===== config.mk =====
export PLATFORM = sky130hd
export DESIGN_NAME = gray_counter
export DESIGN_NICKNAME = d
export VERILOG_FILES = /design/src/rtl/gray_counter.sv
export SDC_FILE = /design/constraint.sdc
export NUM_CORES = 1
export LEC_CHECK = 0
export ABC_AREA = 1
export BUFFER_PORTS_ARGS = -buffer_cell sky130_fd_sc_hd__buf_2
export CAP_MARGIN = 10
export CORE_MARGIN = 5
export CORE_UTILIZATION = 37
export DETAILED_ROUTE_END_ITERATION = 8
export PLACE_DENSITY_LB_ADDON = 0.05
export SLEW_MARGIN = 20
export SYNTH_ARGS = -nofsm -noshare
export SYNTH_HDL_FRONTEND = slang
export SYNTH_SLANG_ARGS = --single-unit

===== constraint.sdc =====
create_clock -name clk -period 1.32 [get_ports clk]
set_input_delay 0.066 -clock clk [delete_from_list [all_inputs] [get_ports clk]]
set_output_delay 0.066 -clock clk [all_outputs]
set_load 0.005 [all_outputs]

===== src/rtl/gray_counter.sv =====
// -----------------------------------------------------------------------------
// gray_counter
//   Registered up/down counter that presents its value in both binary and Gray
//   form. Intended for FIFO pointers and clock-domain-crossing counters, where
//   the Gray output must change by exactly one bit per step.
//
//   Parameters
//     WIDTH    : counter width in bits (2..32)
//     SATURATE : 0 = wrap modulo 2^WIDTH, 1 = hold at all-ones / zero
//     RST_VAL  : binary value taken on reset
//
//   Ports
//     clk          : sole clock, rising edge
//     rst          : synchronous, active-high reset
//     en           : count enable, one step per cycle
//     up_dn        : 1 = increment, 0 = decrement
//     load         : parallel load strobe (beats en)
//     load_is_gray : 1 = load_val is Gray-encoded, 0 = binary
//     load_val     : value to load
//     bin_q        : registered binary count
//     gray_q       : registered Gray count, always Gray(bin_q)
//     bound        : registered pulse, the last step wrapped or saturated
// -----------------------------------------------------------------------------
module gray_counter #(
  parameter int               WIDTH    = 4,
  parameter bit               SATURATE = 1'b0,
  parameter logic [WIDTH-1:0] RST_VAL  = '0
) (
  input  logic             clk,
  input  logic             rst,
  input  logic             en,
  input  logic             up_dn,
  input  logic             load,
  input  logic             load_is_gray,
  input  logic [WIDTH-1:0] load_val,
  output logic [WIDTH-1:0] bin_q,
  output logic [WIDTH-1:0] gray_q,
  output logic             bound
);

  if (WIDTH < 2 || WIDTH > 32) begin : g_width_check
    $error("gray_counter: WIDTH must be in 2..32");
  end

  localparam logic [WIDTH:0] ONE = {{WIDTH{1'b0}}, 1'b1};

  function automatic logic [WIDTH-1:0] bin_to_gray(input logic [WIDTH-1:0] b);
    return b ^ (b >> 1);
  endfunction

  // Prefix XOR from the MSB down: each binary bit is the parity of all Gray
  // bits at or above it.
  function automatic logic [WIDTH-1:0] gray_to_bin(input logic [WIDTH-1:0] g);
    logic [WIDTH-1:0] b;
    b[WIDTH-1] = g[WIDTH-1];
    for (int i = WIDTH - 2; i >= 0; i--) begin
      b[i] = b[i+1] ^ g[i];
    end
    return b;
  endfunction

  logic [WIDTH-1:0] next_bin;
  logic             next_bound;
  logic [WIDTH:0]   inc_ext;
  logic [WIDTH:0]   dec_ext;

  // One extra bit catches the carry out of an increment and the borrow out of
  // a decrement; either one marks a boundary crossing.
  assign inc_ext = {1'b0, bin_q} + ONE;
  assign dec_ext = {1'b0, bin_q} - ONE;

  always_comb begin
    // NOTE: defaults first so every path assigns every output -- no latches.
    next_bin   = bin_q;
    next_bound = 1'b0;
    if (load) begin
      next_bin = load_is_gray ? gray_to_bin(load_val) : load_val;
    end else if (en) begin
      if (up_dn) begin
        if (inc_ext[WIDTH]) begin
          next_bin   = SATURATE ? bin_q : inc_ext[WIDTH-1:0];
          next_bound = 1'b1;
        end else begin
          next_bin = inc_ext[WIDTH-1:0];
        end
      end else begin
        if (dec_ext[WIDTH]) begin
          next_bin   = SATURATE ? bin_q : dec_ext[WIDTH-1:0];
          next_bound = 1'b1;
        end else begin
          next_bin = dec_ext[WIDTH-1:0];
        end
      end
    end
  end

  // gray_q is registered from the next-state binary value so it is glitch-free
  // and never lags bin_q.
  always_ff @(posedge clk) begin
    // NOTE: non-blocking assignments for all state so every flop samples the
    // pre-edge values regardless of statement order.
    if (rst) begin
      bin_q  <= RST_VAL;
      gray_q <= bin_to_gray(RST_VAL);
      bound  <= 1'b0;
    end else begin
      bin_q  <= next_bin;
      gray_q <= bin_to_gray(next_bin);
      bound  <= next_bound;
    end
  end

endmodule


==> out/metrics.cfg, run 1 <==
[setup_path]
cp-end-kind=register
crit_buf_inv=3
critPathMaxFanout=4
worstPathArrival_ns=1.49
required_ns=1.46
cp_cell_sequence=inv_4, ha_4, inv_2, nand2_2, nand3_2, nand2_2, inv_2, a21oi_4, nand3_2, nand2_1, nor2_1
critical_path_class=reg -> reg
cp-start-kind=register
critical-path-top-delay-family=flip-flops
cp_slowest_cell=dfxtp_4
critPathMaxStageDelay_ns=0.37

[sta]
slew_headroom=0.779
holdWs_ns=0.0748
rsz0062_at_grt=yes
hold_viol=0
setup_viol=3
drv_slew=0
setup-tns-final_ns=-0.0410
fmax_mhz=742
worst_pin_slew_ns=0.332
fin_ws_ns=-0.0279
fin_crit_ns=1.35
finalCritPeriodShare=1.02
fin_worst_skew_ns=0.000569

[clock_network]
cts_tree=done
cts_sinks=8
clockBufferDepth=2
clk_latency_ns=0.25
path_clk_slew_ns=0.05
root_buffer=clkbuf_4
htree_num_levels=1
numCtsBuffers=3

[grt]
gr-total-overflow=0
grt_pass1_wl_um=2350
track_usage=0.123
antenna_found_initial=0
grt_max_degree=8
grt_pass1_vias=585

[floorplanning]
start_util=0.384
row_count=14
core_area_um2=1470
dieArea_um2=2410
pin_count=19
fp.dieH_um=49.1
dieWidth_um=49.1

[route]
drc=0
viasPerCell=4.85
drt-total-wl_um=1510
wl_per_cell_um=11.2
first_iter_violations=7
dr_total_vias=650
final_antenna_net_count=0
firstDrtPassIters=4

[yosys]
synth-main-ff-cell=dfxtp_1
synth_edf_count=0
yosys.area.top_type=dfxtp_1
synth_area_um2=564
ys_warn_count=0
ys_ff_latch=8
synth_common_cells=nand2_1 (21), inv_1 (13), nand3_1 (10), nor2_1 (9), dfxtp_1 (8)
synth_area_leaders=dfxtp_1 (28%), nand2_1 (14%), nand3_1 (8.9%)
synth_top_area_share=0.284
syn_avg_cell_area_um2=6.27
async_flop_share=0
ys_types=20
yosysSeqAreaShare=0.284
synth_cells=90
synth_nets=102
yosysMostFrequentCell=nand2_1

[job]
drv_cap=0

[layout]
area_growth_pct=49.2
num-fill-cells=144
layout-drive-gt1-share=0.517
nNetsFinal=132
final_cell_area_um2=842
final_util=0.572
n_antenna_cell=0

[power_and_ir_drop]
p_leak_uw=0.000434
peakVddDrop_v=0.000538
power_density_nw_per_um2=885

[place]
hpwl_um=1080
placed_area_um2=703
preCtsSetupSlack_ns=-0.0815
portBuffers=18
gp_congestion=0.773

[status]
status=finished with violations
failed_checks=setup timing

[min_path]
hp-class=in -> reg

[cells in the final DEF (no fill, tap or decap), drive strengths merged, types with 3 or more instances in the layout]
cell,n
nand2,24
a21oi,8
clkbuf,3
inv,15
o21ai,4
buf,26
dfxtp,8
nor2,11
nand3,12
[state kept, by name (all words and copies together), names as in the netlist]
register,count
bin_q,4
gray_q,3
bound,1
[worst register-to-register path, cell delays in order, from the launching register on]
cell     delay (ns)
dfxtp_4        0.37
inv_4          0.04
ha_4           0.26
inv_2          0.03
nand2_2        0.04
nand3_2        0.06
nand2_2        0.09
inv_2          0.05
a21oi_4        0.13
nand3_2        0.08
nand2_1        0.06
nor2_1         0.03
[power breakdown]
group	total (µW)	internal (µW)	switching, µW
registers	282	266	16.5
clock network	182	104	78.0
logic	281	126	155
total	745	495	250
[what timing repair did]
item	CTS	global route
buffers inserted	1	3
hold buffers	0	0
setup endpoints to repair	3	3
pin swaps	1	11
gates resized for setup	5	20
[metal layers]
layer | vias to the layer above | routed length (µm) | global-route usage
li1 | 344 | - | -
met1 | 285 | 640 | 0.134
met2 | 17 | 735 | 0.207
met3 | 4 | 91 | 0.0489
met4 | 0 | 38 | 0.0538
met5 | - | 0 | 0
[per-stage QoR]
step | power (µW) | instances
2_1_floorplan | 415 | 90
3_3_place_gp | 498 | 127
3_5_place_dp | 498 | 127
4_1_cts | 699 | 131
5_1_grt | 815 | 134
6_report | 745 | 134
[cell type report]
class,count,area (µm²),area share
clock buffers,3,22.5,0.0267
flip-flops and latches,8,165,0.196
inverters,15,58.8,0.0698
multi-input cells,66,425,0.505
well taps,16,20.0,0.0238
repair buffers,26,150,0.178
[cell families after synthesis]
| family | count (synthesis) | share of synthesized area |
|---|---|---|
| AO/OA/AOI/OAI | 12 | 0.120 |
| buffers and inverters | 16 | 0.113 |
| AND/OR/NAND/NOR | 52 | 0.439 |
| flip-flops | 8 | 0.284 |
| adder cells (fa/ha/maj) | 2 | 0.0443 |
[final timing paths]
check | start | to | slack (ns) | cells after the start
setup / recovery | bin_q[0]$_SDFF_PP0_ | gray_q[0]$_SDFF_PP0_ | -0.03 | 11
hold / removal | load | bound$_SDFF_PP0_ | 0.07 | 2
setup reg to reg | bin_q[0]$_SDFF_PP0_ | gray_q[0]$_SDFF_PP0_ | -0.03 | 11
hold reg to reg | bin_q[3]$_SDFF_PP0_ | bound$_SDFF_PP0_ | 0.66 | 3
Note: power is estimated with default switching activity, not from simulation.
==> inputs of run 2 (changes only) <==
CORE_MARGIN = unset   (was 5)
SKIP_LAST_GASP = 1   (was unset)
==> run 2 against run 1 <==
Effect of this change: clock power rose by 4%; power down 4.9%; the run still ends with setup timing left; die area down 30%; highest routed layer unchanged; global-route usage is 6.8 points higher; via count down 2.2%; sequential share of layout area up 1.8 points; largest cell class unchanged; sequential power about the same; hold slack got worse by 0.023 ns; combinational power is 16% lower; register-to-register slack got worse by 0.02 ns; critical path type unchanged; cell count fell by 3.0%.
==> out/metrics.cfg, run 2 (synthesis results as in run 1) <==
[status]
status=finished with violations
failed_checks=setup timing

[layout]
mostFrequentLayoutCell=buf_2
layout-drive-gt1-share=0.461
regMostFlops=bin_q
final_cell_mix=buf_2 (18), nand2_1 (16), nand3_1 (9), inv_1 (9), nor2_1 (9)
final_util=0.563
largest_reg_flops=4
multi_input_area_um2=377
area_growth_pct=36.4
final_cell_area_um2=769
n_antenna_cell=0
num-fill-cells=145
seq_area_um2=165
reg_top3=bin_q (4), gray_q (3), bound (1)
nNetsFinal=129

[route]
drt-total-wl_um=1300
firstDrtPassIters=4
final_antenna_net_count=0
first_iter_violations=17
met3WireLength_um=63
dr_total_vias=636
top_layer=met4
viasPerCell=4.89
drc=0
met1_length_um=586
wl_per_cell_um=9.98
wl_met2_um=624

[sta]
slew_headroom=0.839
drv_slew=0
hold_viol=0
fin_ws_ns=-0.0438
finalCritPeriodShare=1.03
worst_pin_slew_ns=0.239
fin_worst_skew_ns=0.00730
fin_crit_ns=1.36
fmax_mhz=733
setup_viol=3
rsz0062_at_grt=yes

[power_and_ir_drop]
peakVddDrop_v=0.000613
p_leak_uw=0.000408
power_density_nw_per_um2=921
power_uw=709

[place]
placed_area_um2=709
gp_congestion=0.769
hpwl_um=1070
preCtsSetupSlack_ns=-0.103
portBuffers=18

[clock_network]
numCtsBuffers=3
cts_tree=done
path_clk_slew_ns=0.06
postCtsSetupBuffers=0
htree_num_levels=1
clk_latency_ns=0.26
clockBufferDepth=2
root_buffer=clkbuf_4
cts-hold-fix-buffers=0
cts_sinks=8

[floorplanning]
row_count=13
fp.dieH_um=41.1
start_util=0.413
core_area_um2=1370
dieArea_um2=1690
dieWidth_um=41.1
pin_count=19

[setup_path]
worstPathArrival_ns=1.51
required_ns=1.47
cp-start-kind=register
critPathMaxFanout=4
critical_path_class=reg -> reg
cp-end-kind=register
r2r_setup_slack_ns=-0.04

[grt]
gr-total-overflow=0
grt_max_degree=8
grt_pass1_wl_um=2080
antenna_found_initial=0
track_usage=0.191
grt_pass1_vias=540

[min_path]
hp-class=in -> reg

[job]
drv_cap=0

-- run 2: cell types whose count changed in the layout (fill, tap and decap cells not counted), sizes merged --
cell  previous run  this run
buf             26        23
-- run 2: final cells by class --
class / instances / share of cell area
repair buffers: 23 / 0.166
well taps: 15 / 0.0244
clock buffers: 3 / 0.0293
multi-input cells: 66 / 0.489
inverters: 15 / 0.0764
flip-flops and latches: 8 / 0.215
-- run 2: per-stage QoR --
step | TNS, ns | instances | hold slack (ns)
floorplan | 0 | 90 | 0.131
global placement | -0.148 | 127 | 0.321
detailed placement | -0.214 | 127 | 0.325
CTS | -0.142 | 130 | 0.0529
global route | -0.478 | 130 | 0.0669
finish | -0.0928 | 130 | 0.0521
-- run 2: final timing paths --
kind                                          start                    to  cells past startpoint
worst min-delay path                            rst   bin_q[0]$_SDFF_PP0_                      2
worst max-delay path            bin_q[0]$_SDFF_PP0_  gray_q[1]$_SDFF_PP0_                     10
worst max register to register  bin_q[0]$_SDFF_PP0_  gray_q[1]$_SDFF_PP0_                     10
worst min register to register  bin_q[3]$_SDFF_PP0_      bound$_SDFF_PP0_                      3
-- run 2: power by group --
part	total, µW	internal [µW]	switching, µW
clock	190	104	85.8
sequential	281	265	16.0
combinational	237	105	132
total	709	475	234
-- run 2: worst max-delay path: stages, from the launching register on --
cell     delay, ns
dfxtp_4       0.38
inv_4         0.04
ha_4          0.15
nand2_2       0.07
nand2_2       0.06
nand3_1       0.07
nand2_1       0.06
o21ai_2       0.22
nor2_2        0.07
nor2_1        0.09
nor2_1        0.05
-- run 2: timing repair --
item / CTS / global route
setup endpoints to repair: 3 / 6
gates resized for setup: 5 / 10
pin swaps: 1 / 6
-- run 2: layer usage --
metal  GRT usage  vias up
li1            -      341
met1       0.212      272
met2       0.340       19
met3      0.0652        4
met4      0.0500        0
met5           0        -
==> inputs of run 3 (changes only) <==
CTS_BUF_LIST = sky130_fd_sc_hd__clkbuf_4 sky130_fd_sc_hd__clkbuf_8 sky130_fd_sc_hd__clkbuf_16   (was unset)
HOLD_SLACK_MARGIN = 0.15   (was unset)
==> run 3 against run 2 <==
Effect of this change: global-route usage grew 0.45 points; worst setup slack worse by 0.034 ns; register-to-register slack worse by 0.03 ns; cell count grew 3.8%; sequential cell count unchanged; critical path type unchanged; largest cell class unchanged; power increased by 5.1%; critical endpoint unchanged; via count is 4.1% higher; sequential share of layout area is 1.9 points lower; the flow still finishes with violations (setup timing); fmax decreased by 2.4%; utilization increased by 6.5 points; count of clock-buffer cells in the layout stayed put.
==> out/metrics.cfg, run 3 (synthesis results as in run 1) <==
[place]
dp.cells=127
hpwl_um=1070
preCtsSetupSlack_ns=-0.103
gp_congestion=0.769
placed_area_um2=709
portBuffers=18

[power_and_ir_drop]
p_leak_uw=0.000438
peakVddDrop_v=0.000622
power_uw=745
power_density_nw_per_um2=868

[floorplanning]
pin_count=19
core_area_um2=1370
row_count=13
dieArea_um2=1690
dieWidth_um=41.1
fp.dieH_um=41.1
start_util=0.413

[route]
first_iter_violations=13
viasPerCell=4.90
firstDrtPassIters=4
drc=0
wl_per_cell_um=10.7
dr_total_vias=662
final_antenna_net_count=0
drt-total-wl_um=1440

[layout]
layout-drive-gt1-share=0.475
instances_no_fill=135
n_antenna_cell=0
final_cell_area_um2=858
regMostFlops=bin_q
mostFrequentLayoutCell=buf_2
nNetsFinal=134
largest_reg_flops=4
reg_top3=bin_q (4), gray_q (3), bound (1)
area_growth_pct=52.1
final_cell_mix=buf_2 (18), nand2_1 (15), inv_1 (9), nor2_1 (9), nand3_1 (8)

[clock_network]
root_buffer=clkbuf_4
numCtsBuffers=3
cts_tree=done
htree_num_levels=1
cts_sinks=8
clockBufferDepth=2
clk_latency_ns=0.26
path_clk_slew_ns=0.06

[setup_path]
critPathMaxFanout=4
critical_path_class=reg -> reg
cp-start-kind=register
rr_worst_depth=10
cp-end-kind=register
required_ns=1.47
worstPathArrival_ns=1.54

[sta]
setup-tns-final_ns=-0.222
rsz0062_at_grt=yes
fmax_mhz=715
finalCritPeriodShare=1.06
drv_slew=0
slew_headroom=0.824
fin_ws_ns=-0.0780
fin_worst_skew_ns=0.00840
setup_viol=4
fin_crit_ns=1.40
hold_viol=0
worst_pin_slew_ns=0.263

[grt]
grt_pass1_vias=545
grt_pass1_wl_um=2130
track_usage=0.196
grt_max_degree=8
gr-total-overflow=0
antenna_found_initial=0

[min_path]
hp-class=in -> reg
hold_depth=3

[status]
failed_checks=setup timing
status=finished with violations

[job]
drv_cap=0

## run 3: critical path: stages, from the launching register on
cell,delay (ns)
dfxtp_4,0.39
inv_4,0.05
ha_4,0.15
nand2_4,0.07
nand2_4,0.06
nand3_2,0.07
nand2_2,0.07
o21ai_4,0.19
nor2_2,0.08
nor2_1,0.11
nor2_1,0.05
## run 3: through the flow
step | hold WS [ns] | utilization
global placement | 0.321 | 0.519
CTS | 0.0678 | 0.571
detailed placement | 0.325 | 0.519
floorplan | 0.131 | -
finish | 0.184 | 0.628
global route | 0.189 | 0.628
## run 3: report_power, final
| part | internal, µW | leakage [µW] | total [µW] | switching, µW |
|---|---|---|---|---|
| combinational | 124 | 0.000357 | 271 | 146 |
| sequential | 265 | 0.0000676 | 284 | 18.8 |
| clock | 104 | 0.0000138 | 190 | 85.9 |
| total | 494 | 0.000438 | 745 | 251 |
## run 3: per-layer routing
layer  part of all wire  global-route usage  vias to the layer above  routed length [µm]
met3              0.040              0.0652                        5                  58
met2               0.50               0.344                       22                 724
li1                   -                   -                      353                   -
met5                  0                   0                        -                   0
met4              0.016              0.0500                        0                  23
met1               0.44               0.222                      282                 631
## run 3: area by class of cell
type | count | area, µm²
clock buffers | 3 | 22.5
inverters | 15 | 58.8
fillers | 137 | 508
well taps | 15 | 18.8
flip-flops and latches | 8 | 168
repair buffers | 28 | 175
multi-input cells | 66 | 415
## run 3: path summary, 6_finish.rpt
kind                       start              endpoint  slack, ns
max          bin_q[0]$_SDFF_PP0_  gray_q[1]$_SDFF_PP0_      -0.08
min reg2reg  bin_q[3]$_SDFF_PP0_      bound$_SDFF_PP0_       0.68
max reg2reg  bin_q[0]$_SDFF_PP0_  gray_q[1]$_SDFF_PP0_      -0.08
min                  load_val[3]   bin_q[3]$_SDFF_PP0_       0.18
## run 3: repair_timing
action                                  in CTS  in global routing
pin swaps                                    1                  9
endpoints found under the setup margin       3                  6
buffers inserted                             0                  1
hold endpoints to repair                     5                  2
resized for setup                            5                 18
hold buffers                                 3                  1
